**src/rtl/tcdm_burst_reader_pkg.sv**
```systemverilog
// Shared tile package: L1 geometry, derived address/length widths and the
// burst reader state type.
package tcdm_burst_reader_pkg;

   localparam int N_MEM_BANKS  = 32;
   localparam int N_WORDS_BANK = 8192;

   localparam int BANK_W  = $clog2(N_MEM_BANKS);
   localparam int ROW_W   = $clog2(N_WORDS_BANK);
   localparam int WADDR_W = BANK_W + ROW_W;
   localparam int ADDR_W  = WADDR_W + 2;
   localparam int LEN_W   = WADDR_W + 1;

   typedef enum logic [1:0] {
      RD_IDLE,
      RD_ISSUE,
      RD_DRAIN
   } rd_state_e;

endpackage

```
**src/rtl/tcdm_burst_fifo.sv**
```systemverilog
// Synchronous response FIFO for the burst reader: push/pop, occupancy count
// and a synchronous flush.
module tcdm_burst_fifo #(
   parameter  int DATA_W = 32,
   parameter  int DEPTH  = 4,
   localparam int PTR_W  = $clog2(DEPTH),
   localparam int CNT_W  = PTR_W + 1
) (
   input  logic              clk_i,
   input  logic              rst_i,
   input  logic              flush_i,
   input  logic              push_i,
   input  logic [DATA_W-1:0] push_data_i,
   input  logic              pop_i,
   output logic [DATA_W-1:0] head_o,
   output logic              empty_o,
   output logic [CNT_W-1:0]  count_o
);

   logic [DATA_W-1:0] mem_q [DEPTH];
   logic [PTR_W-1:0]  wr_ptr_q;
   logic [PTR_W-1:0]  rd_ptr_q;
   logic [CNT_W-1:0]  count_q;
   logic              full;
   logic              do_push;
   logic              do_pop;

   assign full    = (count_q == CNT_W'(DEPTH));
   assign empty_o = (count_q == '0);
   assign do_push = push_i && !full;
   assign do_pop  = pop_i && !empty_o;

   // NOTE: the storage array has no reset; count_q alone decides which
   // entries hold valid data, so stale contents are never observed.
   always_ff @(posedge clk_i) begin
      if (do_push) begin
         mem_q[wr_ptr_q] <= push_data_i;
      end
   end

   always_ff @(posedge clk_i) begin
      if (rst_i || flush_i) begin
         wr_ptr_q <= '0;
         rd_ptr_q <= '0;
         count_q  <= '0;
      end else begin
         if (do_push) wr_ptr_q <= wr_ptr_q + 1'b1;
         if (do_pop)  rd_ptr_q <= rd_ptr_q + 1'b1;
         case ({do_push, do_pop})
            2'b10:   count_q <= count_q + 1'b1;
            2'b01:   count_q <= count_q - 1'b1;
            default: count_q <= count_q;
         endcase
      end
   end

   assign head_o  = mem_q[rd_ptr_q];
   assign count_o = count_q;

endmodule

```
**src/rtl/tcdm_burst_reader.sv**
```systemverilog
// Read-side TCDM initiator: turns a (byte address, word count) command into
// single-word bank reads and streams the returned words out valid/ready.
module tcdm_burst_reader
   import tcdm_burst_reader_pkg::*;
#(
   parameter int DATA_W     = 32,
   parameter int FIFO_DEPTH = 4
) (
   input  logic              clk_i,
   input  logic              rst_i,
   input  logic              cmd_valid_i,
   output logic              cmd_ready_o,
   input  logic [ADDR_W-1:0] cmd_addr_i,
   input  logic [LEN_W-1:0]  cmd_len_i,
   output logic              tcdm_req_o,
   input  logic              tcdm_gnt_i,
   output logic [BANK_W-1:0] tcdm_bank_o,
   output logic [ROW_W-1:0]  tcdm_row_o,
   output logic              tcdm_wen_o,
   input  logic              tcdm_r_valid_i,
   input  logic [DATA_W-1:0] tcdm_r_data_i,
   output logic              out_valid_o,
   input  logic              out_ready_i,
   output logic [DATA_W-1:0] out_data_o,
   output logic              out_last_o,
   output logic              busy_o,
   output logic              done_o
);

   localparam int CNT_W = $clog2(FIFO_DEPTH) + 1;

   rd_state_e          state_q, state_d;
   logic [WADDR_W-1:0] waddr_q;
   logic [LEN_W-1:0]   issue_cnt_q;
   logic [LEN_W-1:0]   deliver_cnt_q;
   logic               inflight_q;
   logic               ready_en_q;
   logic               done_q;
   logic               done_d;

   logic               cmd_fire;
   logic               grant;
   logic               push;
   logic               pop;
   logic               burst_end;
   logic [CNT_W-1:0]   fifo_count;
   logic [CNT_W-1:0]   occupancy;
   logic               fifo_empty;
   logic [DATA_W-1:0]  fifo_head;
   logic               unused_addr_lsbs;

   assign unused_addr_lsbs = ^cmd_addr_i[1:0];

   // Credit: words buffered plus the one read still on its way back.
   assign occupancy = fifo_count + CNT_W'(inflight_q);
   assign cmd_fire  = cmd_valid_i && cmd_ready_o;
   assign grant     = tcdm_req_o && tcdm_gnt_i;
   assign push      = tcdm_r_valid_i && inflight_q;
   assign pop       = out_valid_o && out_ready_i;
   assign burst_end = pop && out_last_o;

   always_ff @(posedge clk_i) begin
      if (rst_i) begin
         state_q <= RD_IDLE;
      end else begin
         state_q <= state_d;
      end
   end

   // NOTE: every output of this block gets a default before the case so no
   // path leaves a signal unassigned and no latch is inferred.
   always_comb begin
      state_d     = state_q;
      cmd_ready_o = 1'b0;
      tcdm_req_o  = 1'b0;
      done_d      = 1'b0;
      unique case (state_q)
         RD_IDLE: begin
            cmd_ready_o = ready_en_q;
            if (cmd_valid_i && ready_en_q) begin
               if (cmd_len_i == '0) begin
                  done_d = 1'b1;
               end else begin
                  state_d = RD_ISSUE;
               end
            end
         end
         RD_ISSUE: begin
            tcdm_req_o = (occupancy < CNT_W'(FIFO_DEPTH));
            if (tcdm_req_o && tcdm_gnt_i && issue_cnt_q == LEN_W'(1)) begin
               state_d = RD_DRAIN;
            end
         end
         RD_DRAIN: begin
            if (burst_end) begin
               done_d  = 1'b1;
               state_d = RD_IDLE;
            end
         end
         default: state_d = RD_IDLE;
      endcase
   end

   // NOTE: state registers use non-blocking assignments so every flop
   // samples the pre-edge values of the others.
   always_ff @(posedge clk_i) begin
      if (rst_i) begin
         waddr_q       <= '0;
         issue_cnt_q   <= '0;
         deliver_cnt_q <= '0;
         inflight_q    <= 1'b0;
         ready_en_q    <= 1'b0;
         done_q        <= 1'b0;
      end else begin
         ready_en_q <= 1'b1;
         done_q     <= done_d;
         inflight_q <= grant;
         if (cmd_fire) begin
            waddr_q       <= cmd_addr_i[ADDR_W-1:2];
            issue_cnt_q   <= cmd_len_i;
            deliver_cnt_q <= cmd_len_i;
         end else begin
            if (grant) begin
               waddr_q     <= waddr_q + 1'b1;
               issue_cnt_q <= issue_cnt_q - 1'b1;
            end
            if (pop) begin
               deliver_cnt_q <= deliver_cnt_q - 1'b1;
            end
         end
      end
   end

   tcdm_burst_fifo #(
      .DATA_W (DATA_W),
      .DEPTH  (FIFO_DEPTH)
   ) u_fifo (
      .clk_i       (clk_i),
      .rst_i       (rst_i),
      .flush_i     (cmd_fire),
      .push_i      (push),
      .push_data_i (tcdm_r_data_i),
      .pop_i       (pop),
      .head_o      (fifo_head),
      .empty_o     (fifo_empty),
      .count_o     (fifo_count)
   );

   assign tcdm_bank_o = waddr_q[BANK_W-1:0];
   assign tcdm_row_o  = waddr_q[WADDR_W-1:BANK_W];
   assign tcdm_wen_o  = 1'b1;
   assign out_valid_o = !fifo_empty;
   assign out_data_o  = out_valid_o ? fifo_head : '0;
   assign out_last_o  = out_valid_o && (deliver_cnt_q == LEN_W'(1));
   assign busy_o      = (state_q != RD_IDLE);
   assign done_o      = done_q;

endmodule

```
**config.mk**
```make
export PLATFORM = sky130hd
export DESIGN_NAME = tcdm_burst_reader
export DESIGN_NICKNAME = d
export VERILOG_FILES = /design/src/rtl/tcdm_burst_reader_pkg.sv /design/src/rtl/tcdm_burst_fifo.sv /design/src/rtl/tcdm_burst_reader.sv
export SDC_FILE = /design/constraint.sdc
export NUM_CORES = 1
export LEC_CHECK = 0
export CAP_MARGIN = 20
export CORE_MARGIN = 5
export CORE_UTILIZATION = 40
export CTS_BUF_LIST = sky130_fd_sc_hd__clkbuf_16
export DETAILED_ROUTE_END_ITERATION = 6
export MAX_ROUTING_LAYER = met4
export PLACE_DENSITY = 0.6
export SLEW_MARGIN = 30
export SYNTH_ARGS = -nofsm -noshare
export SYNTH_HDL_FRONTEND = slang
export SYNTH_SLANG_ARGS = --single-unit
```
**constraint.sdc**
```tcl
create_clock -name clk_i -period 3.6 [get_ports clk_i]
set_clock_uncertainty 0.15 [all_clocks]
set_input_delay 0.54 -clock clk_i [delete_from_list [all_inputs] [get_ports clk_i]]
set_output_delay 0.54 -clock clk_i [all_outputs]
set_load 0.1 [all_outputs]
```
* Word-level counts from Yosys, hierarchy flattened
Memory sizes are Yosys's and may differ from the RTL's. A register that Yosys moved wholly into a read port is not among the register bits. Index checks and enable logic that the tools add are counted. W data, S select, Z words.
Storage, ports and cells: register bits 68, RAM bits 128, bits of input ports 77, memories kept 1
Memory list:
- u_fifo.mem_q | words 4, width 32, read ports 1, clocked after Yosys merged registers in 1, wr ports 1, line tcdm_burst_fifo.sv:20 | logic [DATA_W-1:0] mem_q [DEPTH];
Cells by class: add/sub/neg operators 8, $lt $le $gt $ge 1, eq/ne operators 11, mux-type cells 24, reductions and logical operators 22
Operators with widths (number):
- $mux W19 | 4
- $eq A19 B1 Y1 const B | 2
- $sub A19 B1 Y19 const B | 2
- $mux W18 | 2
- $mux W32 | 1
- $logic_not A19 Y1 | 1
- $add A18 B1 Y18 const B | 1
- $mux W2 | 6
- $logic_and A1 B1 Y1 | 11
- $mux W1 | 8
- $ne A2 B2 Y1 const B | 4
- $reduce_bool A2 Y1 | 4
- $pmux W2 S3 | 1
- $pmux W3 S2 | 1
- $add A2 B1 Y2 const B | 2
- $eq A2 B1 Y1 const B | 2
- $eq A2 B2 Y1 const B | 2
- $reduce_and A4 Y1 | 1
- $add A3 B1 Y3 | 1
- $add A3 B1 Y3 const B | 1
- $eq A3 B3 Y1 const B | 1
- $logic_not A3 Y1 | 1
- $lt A3 B3 Y1 const B | 1
- $sub A3 B1 Y3 const B | 1
- 4 further kinds | 5

* Logic depth before layout (Yosys ltp)
Gate-level depths: netlist (run 1).
depth in word-level cells 6, depth in mapped cells 9

* By module
A second synthesis (run 1) with hierarchy kept.
Unflattened totals: cell total of the unflattened synthesis 664, area, all modules 8657.1 um^2
By module, submodules not included:
- tcdm_burst_fifo | instances 1, cells an instance 223, area each 5136.2 um^2, seq. area each 4023.9 um^2
- tcdm_burst_reader | instances 1, cells an instance 441, area each 3520.9 um^2, seq. area each 1221.2 um^2

* Worst setup path after synthesis (run 1)
No wires, ideal clock.
kind register to output, start reg deliver_cnt_q[2], end out out_last_o, data arrival time 4.690 ns, data required time 2.910 ns, path slack -1.780 ns, stages on the path, launching flop included 6, buffers on the path 2, path through dfxtp_1 -> or4_1 -> buf_2 -> or4_4 -> buf_6 -> nor4b_1
Between the ends: cells in the longest elaborated chain, start to end 2
RTL lines:
- from (decl) | line tcdm_burst_reader.sv:35 | logic [LEN_W-1:0] deliver_cnt_q;
- from (signal assigned) | line tcdm_burst_reader.sv:121 | deliver_cnt_q <= cmd_len_i;
- from (signal assigned) | line tcdm_burst_reader.sv:128 | deliver_cnt_q <= deliver_cnt_q - 1'b1;
- $eq A19 B1 Y1 | line tcdm_burst_reader.sv:154 | assign out_last_o = out_valid_o && (deliver_cnt_q == LEN_W'(1));
- $logic_and A1 B1 Y1 | line tcdm_burst_reader.sv:154
- to (decl) | line tcdm_burst_reader.sv:25 | output logic out_last_o,
Every way passes these cells.

* Worst setup path after layout (run 1)
Same ends and word-level chain as after synthesis.

==> impl_metrics.csv, run 1 <==
group,metric,value,unit
die,boundaryPins,134,
grt,grt_max_degree,33,
synth,yosysUniqueCellTypes,55,
setup_path,timing.critical_path.slowest_stage_cell,"or4_1",
clock_network,postCtsResizedCells,0,
clock_network,cts_hold_buf,0,
timing,fin_hold_viols,0,
clock_network,cts_tree,"yes",
setup_path,reg2reg_depth,5,
synth,syn_area,0.008551,mm2
synth,ys_top_cells_by_area,"edfxtp_1 (45%), dfxtp_1 (16%), mux4_2 (8.4%)",
grt,globalRoute.totalOverflow,0,
synth,synth_largest_area_cell,"edfxtp_1",
route,first_pass_iters,5,
worst_hold_path,holdCritPathClass,"reg -> reg",
setup_path,path_max_fanout,10,
layout,n_antenna_cell,0,
power,vdd_drop_max,0.0003229,V
synth,synthMostInstantiatedCell,"edfxtp_1",
grt,first_global_vias,6296,
synth,synth-seq-area-share,61.34,%
setup_path,worst_setup_path_start_kind,"flop",
placed_design,port_buffers,130,
layout,number_of_filler_cells_placed_in_the_layout,1808,
route,viasPerCell,5.477,
clock_network,clk_latency,0.43,ns
clock_network,clk_root_buf,"clkbuf_16",
worst_hold_path,min-delay-start,"issue_cnt_q[11]$_SDFFE_PP0P_",
synth,synthesis.yosys.warnings,0,
clock_network,depth_of_the_cts_h_tree,4,
layout,area.sequential,0.005248,mm2
power,power,4.965,mW
layout,design_area,0.01075,mm2
synth,ys_seq_elements,198,
route,detail_route.wl_per_cell,18.29,um
synth,synth-async-reset-ratio,0,%
setup_path,r2r-end,"done_o$_SDFF_PP0_",
setup_path,cp_slowest_stage_delay,0.67,ns
route,wirelength,19.88,mm
die,area_enclosed_by_the_die_boundary,0.02440,mm2
timing,tns,0,ns
synth,syn_area_per_cell,12.80,um2
placed_design,hpwl,13.42,mm
timing,setup_viol,0,
status,outcome,"completed",
grt,grt_first_pass_wirelength,31.59,mm
grt,grt_antenna_before_repair,0,
job,max-cap-violations,0,
timing,worst_slew_margin_rel,33.80,%
clock_network,clock_sink_count,198,
clock_network,clockBufferDepth,2,
timing,layout_min_cycle_time,3.270,ns
setup_path,worst-r2r-setup-slack,0.98,ns
setup_path,crit_type,"reg -> out",
synth,mappedNetlistNets,756,
worst_hold_path,hold-path-cell-count,2,
layout,multi_input_comb_area,0.003153,mm2
die,fp.dieW,156.2,um
clock_network,tritoncts.num_buffers,17,
timing,transition_time_of_the_tightest_slew_check_pin,0.9899,ns
synth,synthesis.instances,668,
power,power_per_cell_area,462.0,mW/mm2
clock_network,path_clk_slew,0.07,ns
route,dr_total_vias,5954,
synth,synth_enable_flop_cells,128,
timing,final_min_period_over_clock_period,90.84,%
clock_network,post-cts-setup-buffers,0,
worst_hold_path,hold_path_end,"issue_cnt_q[11]$_SDFFE_PP0P_",
grt,groute.usage.overall,16.95,%
power,total_leakage_power,3.572,nW
placed_design,gp_congestion,0.9060,
layout,final_core_util,51.12,%
timing,slew_violations,0,
timing,unrepaired_setup_endpoints_after_global_routing,"false",
timing,fmaxAchievable,305.8,MHz
setup_path,worstSetupEndpointType,"output pin",
die,core_box_area,0.02102,mm2
route,drt_drc_violations_left,0,
placed_design,placed_area,0.01015,mm2
layout,final_net_count,887,
setup_path,critical_path_arrival,2.58,ns
route,drtAntennaViolNets,0,
setup_path,worst-endpoint-required,2.91,ns
synth,synth_top_area_share,44.95,%
route,drt_iter0_markers,426,
die,placementRows,53,
setup_path,path_cells,"or4_1, or4_4, nor4b_4, buf_12",
synth,synth_commonest_cells,"edfxtp_1 (128), dfxtp_1 (70), a21oi_1 (50), and2_1 (39), o21ai_0 (35)",
layout,drive_above_1_share,16.63,%
die,initial_util,40.68,%
synth,top_flip_flop_cell_by_instance_count_after_synthesis,"edfxtp_1",
setup_path,critical_path.reg2reg.startpoint,"deliver_cnt_q[2]$_SDFFE_PP0P_",
layout,area_delta_synth_final,25.67,%
die,floorplan.die.height,156.2,um
==> cell type report <==
class / count / share of cell area [%]
clock buffers: 17 / 3.959
clock inverters: 15 / 1.595
inverters: 14 / 0.4891
multi-input cells: 422 / 29.34
flip-flops and latches: 198 / 48.84
well taps: 275 / 3.202
repair buffers: 146 / 12.58
==> through the flow <==
stage | instances | setup slack [ns] | hold slack (ns)
2_1_floorplan | 668 | 0.2670 | 0.3276
3_3_place_gp | 1055 | 0.7182 | 0.3476
3_5_place_dp | 1055 | 0.6410 | 0.3552
4_1_cts | 1087 | 0.3102 | 0.3662
5_1_grt | 1087 | 0.2053 | 0.4096
6_report | 1087 | 0.3298 | 0.3721
==> critical path: cells and delay by family, from the launching register on <==
family	cells	cell delay, ns
flops	1	0.35
simple gates	3	1.58
buf+inv	1	0.21
==> kinds of logic (layout without fill, tap and decap cells) <==
kind of cell | after synthesis | in the layout | share of synthesized area [%]
compound gates | 119 | 119 | 7.902
xor+xnor | 35 | 35 | 3.585
fa+ha+maj | 11 | 11 | 1.697
buf+inv | 48 | 192 | 2.253
flops | 198 | 198 | 61.34
mux | 35 | 35 | 8.794
other cells | 1 | 1 | 0.04386
simple gates | 221 | 221 | 14.38
==> worst max-delay path by stage <==
stage / startpoint / endpoint / slack, ns / depth (start not counted)
2_1_floorplan: deliver_cnt_q[2]$_SDFFE_PP0P_ / out_last_o / 0.27 / 5
3_3_place_gp: tcdm_gnt_i / waddr_q[17]$_SDFFE_PP0P_ / 0.72 / 6
3_5_place_dp: tcdm_gnt_i / waddr_q[17]$_SDFFE_PP0P_ / 0.64 / 6
4_1_cts: deliver_cnt_q[2]$_SDFFE_PP0P_ / out_last_o / 0.31 / 4
5_1_grt: deliver_cnt_q[2]$_SDFFE_PP0P_ / out_last_o / 0.21 / 4
6_report: deliver_cnt_q[2]$_SDFFE_PP0P_ / out_last_o / 0.33 / 4
==> sequential cells by signal, summed over array words and instances, names as in the netlist, named ones only <==
register	count
u_fifo.rd_ptr_q	2
done_o	1
deliver_cnt_q	19
u_fifo.count_o	3
u_fifo.mem_q	128
waddr_q	18
state_q	2
issue_cnt_q	19
inflight_q	1
u_fifo.wr_ptr_q	2
ready_en_q	1
==> power by group <==
| part | leakage (nW) | internal (mW) | total, mW | switching, mW |
|---|---|---|---|---|
| Sequential | 1.73 | 2.46 | 2.52 | 0.0547 |
| Clock | 0.290 | 0.940 | 1.88 | 0.936 |
| Combinational | 1.56 | 0.210 | 0.571 | 0.360 |
==> cells in the final DEF, fill, tap and decap left out, types with 12 or more instances in the layout <==
master / instances
a21oi_1: 50
nand2_1: 32
mux4_2: 32
nand4_1: 15
dfxtp_1: 68
and2_1: 35
clkdlybuf4s50_1: 92
inv_1: 14
buf_4: 52
o21ai_0: 35
nor4_1: 16
nand3_1: 22
xnor2_1: 23
clkbuf_16: 17
nor3_1: 18
a31oi_1: 15
nor2_1: 31
xor2_1: 12
edfxtp_1: 128
==> routing by layer <==
layer | track usage (%) | wire [um] | vias up
li1 | - | - | 2808
met1 | 20.67 | 8466 | 2910
met2 | 28.56 | 10030 | 204
met3 | 3.245 | 1060 | 32
met4 | 5.496 | 315 | 0
met5 | - | 0 | -
Note: power is estimated with default switching activity, not from simulation.
==> inputs of run 2 (changes only) <==
--- a/config.mk
+++ b/config.mk
@@ -9,6 +9,7 @@
 export CORE_MARGIN = 5
 export CORE_UTILIZATION = 40
 export CTS_BUF_LIST = sky130_fd_sc_hd__clkbuf_16
+export CTS_CLUSTER_SIZE = 25
 export DETAILED_ROUTE_END_ITERATION = 6
 export MAX_ROUTING_LAYER = met4
 export PLACE_DENSITY = 0.6
==> constraint.sdc (replaced) <==
create_clock -name clk_i -period 3.4 [get_ports clk_i]
set_clock_uncertainty 0.15 [all_clocks]
set_input_delay 0.51 -clock clk_i [delete_from_list [all_inputs] [get_ports clk_i]]
set_output_delay 0.51 -clock clk_i [all_outputs]
set_load 0.1 [all_outputs]
==> run 2 against run 1 <==
Critical endpoint unchanged. Die area unchanged. Global-route usage rose by 0.17 points. Largest power group unchanged. Via count rose by 1.1%. Design area increased by 3.3%.
==> impl_metrics.csv, run 2 (synthesis results as in run 1) <==
group,metric,value,unit
route,drtAntennaViolNets,0,
setup_path,path_cells,"or4_1, or4_4, nor4b_4, buf_12",
clock_network,cts_tree,"yes",
route,viasPerCell,5.533,
die,placementRows,53,
clock_network,post-cts-setup-buffers,0,
layout,regMostFlops,"u_fifo.mem_q",
route,drt_drc_violations_left,0,
timing,worst_slack,0.1552,ns
timing,setup_viol,0,
timing,worst_slew_margin_rel,34.92,%
timing,fin_hold_viols,0,
clock_network,clk_root_buf,"clkbuf_16",
clock_network,path_clk_slew,0.07,ns
die,initial_util,40.68,%
layout,largest_registers,"u_fifo.mem_q (128), deliver_cnt_q (19), issue_cnt_q (19)",
layout,drive_above_1_share,18.94,%
clock_network,clk_latency,0.43,ns
timing,tns,0,ns
route,first_pass_iters,4,
timing,transition_time_of_the_tightest_slew_check_pin,0.9732,ns
die,fp.dieW,156.2,um
layout,design_area,0.01110,mm2
power,vdd_drop_max,0.0003552,V
layout,n_antenna_cell,0,
layout,final_net_count,889,
grt,groute.usage.overall,17.12,%
grt,globalRoute.totalOverflow,0,
power,total_leakage_power,3.690,nW
route,wirelength,19.77,mm
clock_network,postCtsResizedCells,0,
setup_path,crit_type,"reg -> out",
grt,grt_antenna_before_repair,0,
timing,finalHoldWorstSlack,0.3681,ns
grt,grt_first_pass_wirelength,32.22,mm
clock_network,depth_of_the_cts_h_tree,4,
power,power_per_cell_area,470.6,mW/mm2
status,outcome,"completed",
clock_network,clock_sink_count,198,
setup_path,critical_path_arrival,2.58,ns
layout,mostFrequentLayoutCell,"edfxtp_1",
placed_design,port_buffers,130,
clock_network,tritoncts.num_buffers,17,
timing,final_min_period_over_clock_period,95.44,%
setup_path,cp_slowest_stage_delay,0.67,ns
setup_path,worst-endpoint-required,2.74,ns
placed_design,gp_congestion,0.8784,
placed_design,placed_area,0.01052,mm2
die,floorplan.die.height,156.2,um
die,area_enclosed_by_the_die_boundary,0.02440,mm2
clock_network,clockBufferDepth,2,
route,drt_iter0_markers,358,
layout,area_delta_synth_final,29.76,%
layout,most-common-layout-cells,"edfxtp_1 (128), clkdlybuf4s50_1 (75), dfxtp_1 (68), a21oi_1 (50), buf_4 (39)",
layout,number_of_filler_cells_placed_in_the_layout,1772,
die,boundaryPins,134,
worst_hold_path,hold-path-cell-count,2,
grt,first_global_vias,6318,
timing,fmaxAchievable,308.2,MHz
layout,largest_register_ffs,128,
setup_path,worstSetupEndpointType,"output pin",
setup_path,path_max_fanout,10,
setup_path,reg2reg_depth,5,
die,core_box_area,0.02102,mm2
timing,unrepaired_setup_endpoints_after_global_routing,"false",
placed_design,hpwl,13.72,mm
worst_hold_path,holdCritPathClass,"reg -> reg",
route,dr_total_vias,6020,
timing,slew_violations,0,
route,detail_route.wl_per_cell,18.17,um
job,max-cap-violations,0,
placed_design,preCtsSetupSlack,0.5007,ns
clock_network,cts_hold_buf,0,
setup_path,timing.critical_path.slowest_stage_cell,"or4_1",
timing,layout_min_cycle_time,3.245,ns
grt,grt_max_degree,33,
setup_path,worst_setup_path_start_kind,"flop",
==> run 2: changes by cell type in the layout (fill, tap and decap cells not counted), moves of 3 or more <==
cell | previous run | this run
clkdlybuf4s50_1 | 92 | 75
buf_12 | 2 | 34
buf_4 | 52 | 39
clkinv_8 | 4 | 1
==> run 2: report_power, final <==
part / internal, mW / total (mW) / switching (mW) / leakage, nW
Sequential: 2.61 / 2.67 / 0.0587 / 1.73
Clock: 0.982 / 1.94 / 0.953 / 0.280
Combinational: 0.236 / 0.619 / 0.383 / 1.68
Total: 3.83 / 5.22 / 1.40 / 3.69
==> run 2: metrics by stage <==
stage	util, %	power [mW]	instances
after global placement	50.05	3.324	1057
after global routing	52.78	5.446	1088
after floorplan	-	3.099	668
after CTS	52.78	5.275	1088
after detailed placement	50.05	3.341	1057
final	52.78	5.222	1088
==> run 2: worst max-delay path: cells and delay by family (launching register included) <==
kind          cells  cell delay [ns]
buf+inv           1             0.21
flops             1             0.35
simple gates      3             1.59
==> run 2: per-layer routing <==
layer / global-route usage, % / up-vias / share of wire, %
met3: 3.135 / 27 / 5.2
met2: 28.60 / 184 / 50
met5: - / - / 0
met1: 21.21 / 2995 / 43
met4: 5.496 / 0 / 1.6
li1: - / 2814 / -
==> run 2: layout make-up <==
type	count	area, um2	share of cell area, %
clock buffers	17	425.4	3.834
multi-input cells	422	3153	28.42
repair buffers	148	1724	15.54
flip-flops and latches	198	5248	47.29
clock inverters	14	148.9	1.342
well taps	275	344.1	3.101
inverters	14	52.55	0.4736
==> run 2: path summary, 6_finish.rpt <==
kind | from | end | slack [ns]
setup / recovery | deliver_cnt_q[2]$_SDFFE_PP0P_ | out_last_o | 0.16
hold / removal | issue_cnt_q[11]$_SDFFE_PP0P_ | issue_cnt_q[11]$_SDFFE_PP0P_ | 0.37
setup reg to reg | deliver_cnt_q[2]$_SDFFE_PP0P_ | done_o$_SDFF_PP0_ | 0.82
hold reg to reg | issue_cnt_q[11]$_SDFFE_PP0P_ | issue_cnt_q[11]$_SDFFE_PP0P_ | 0.37
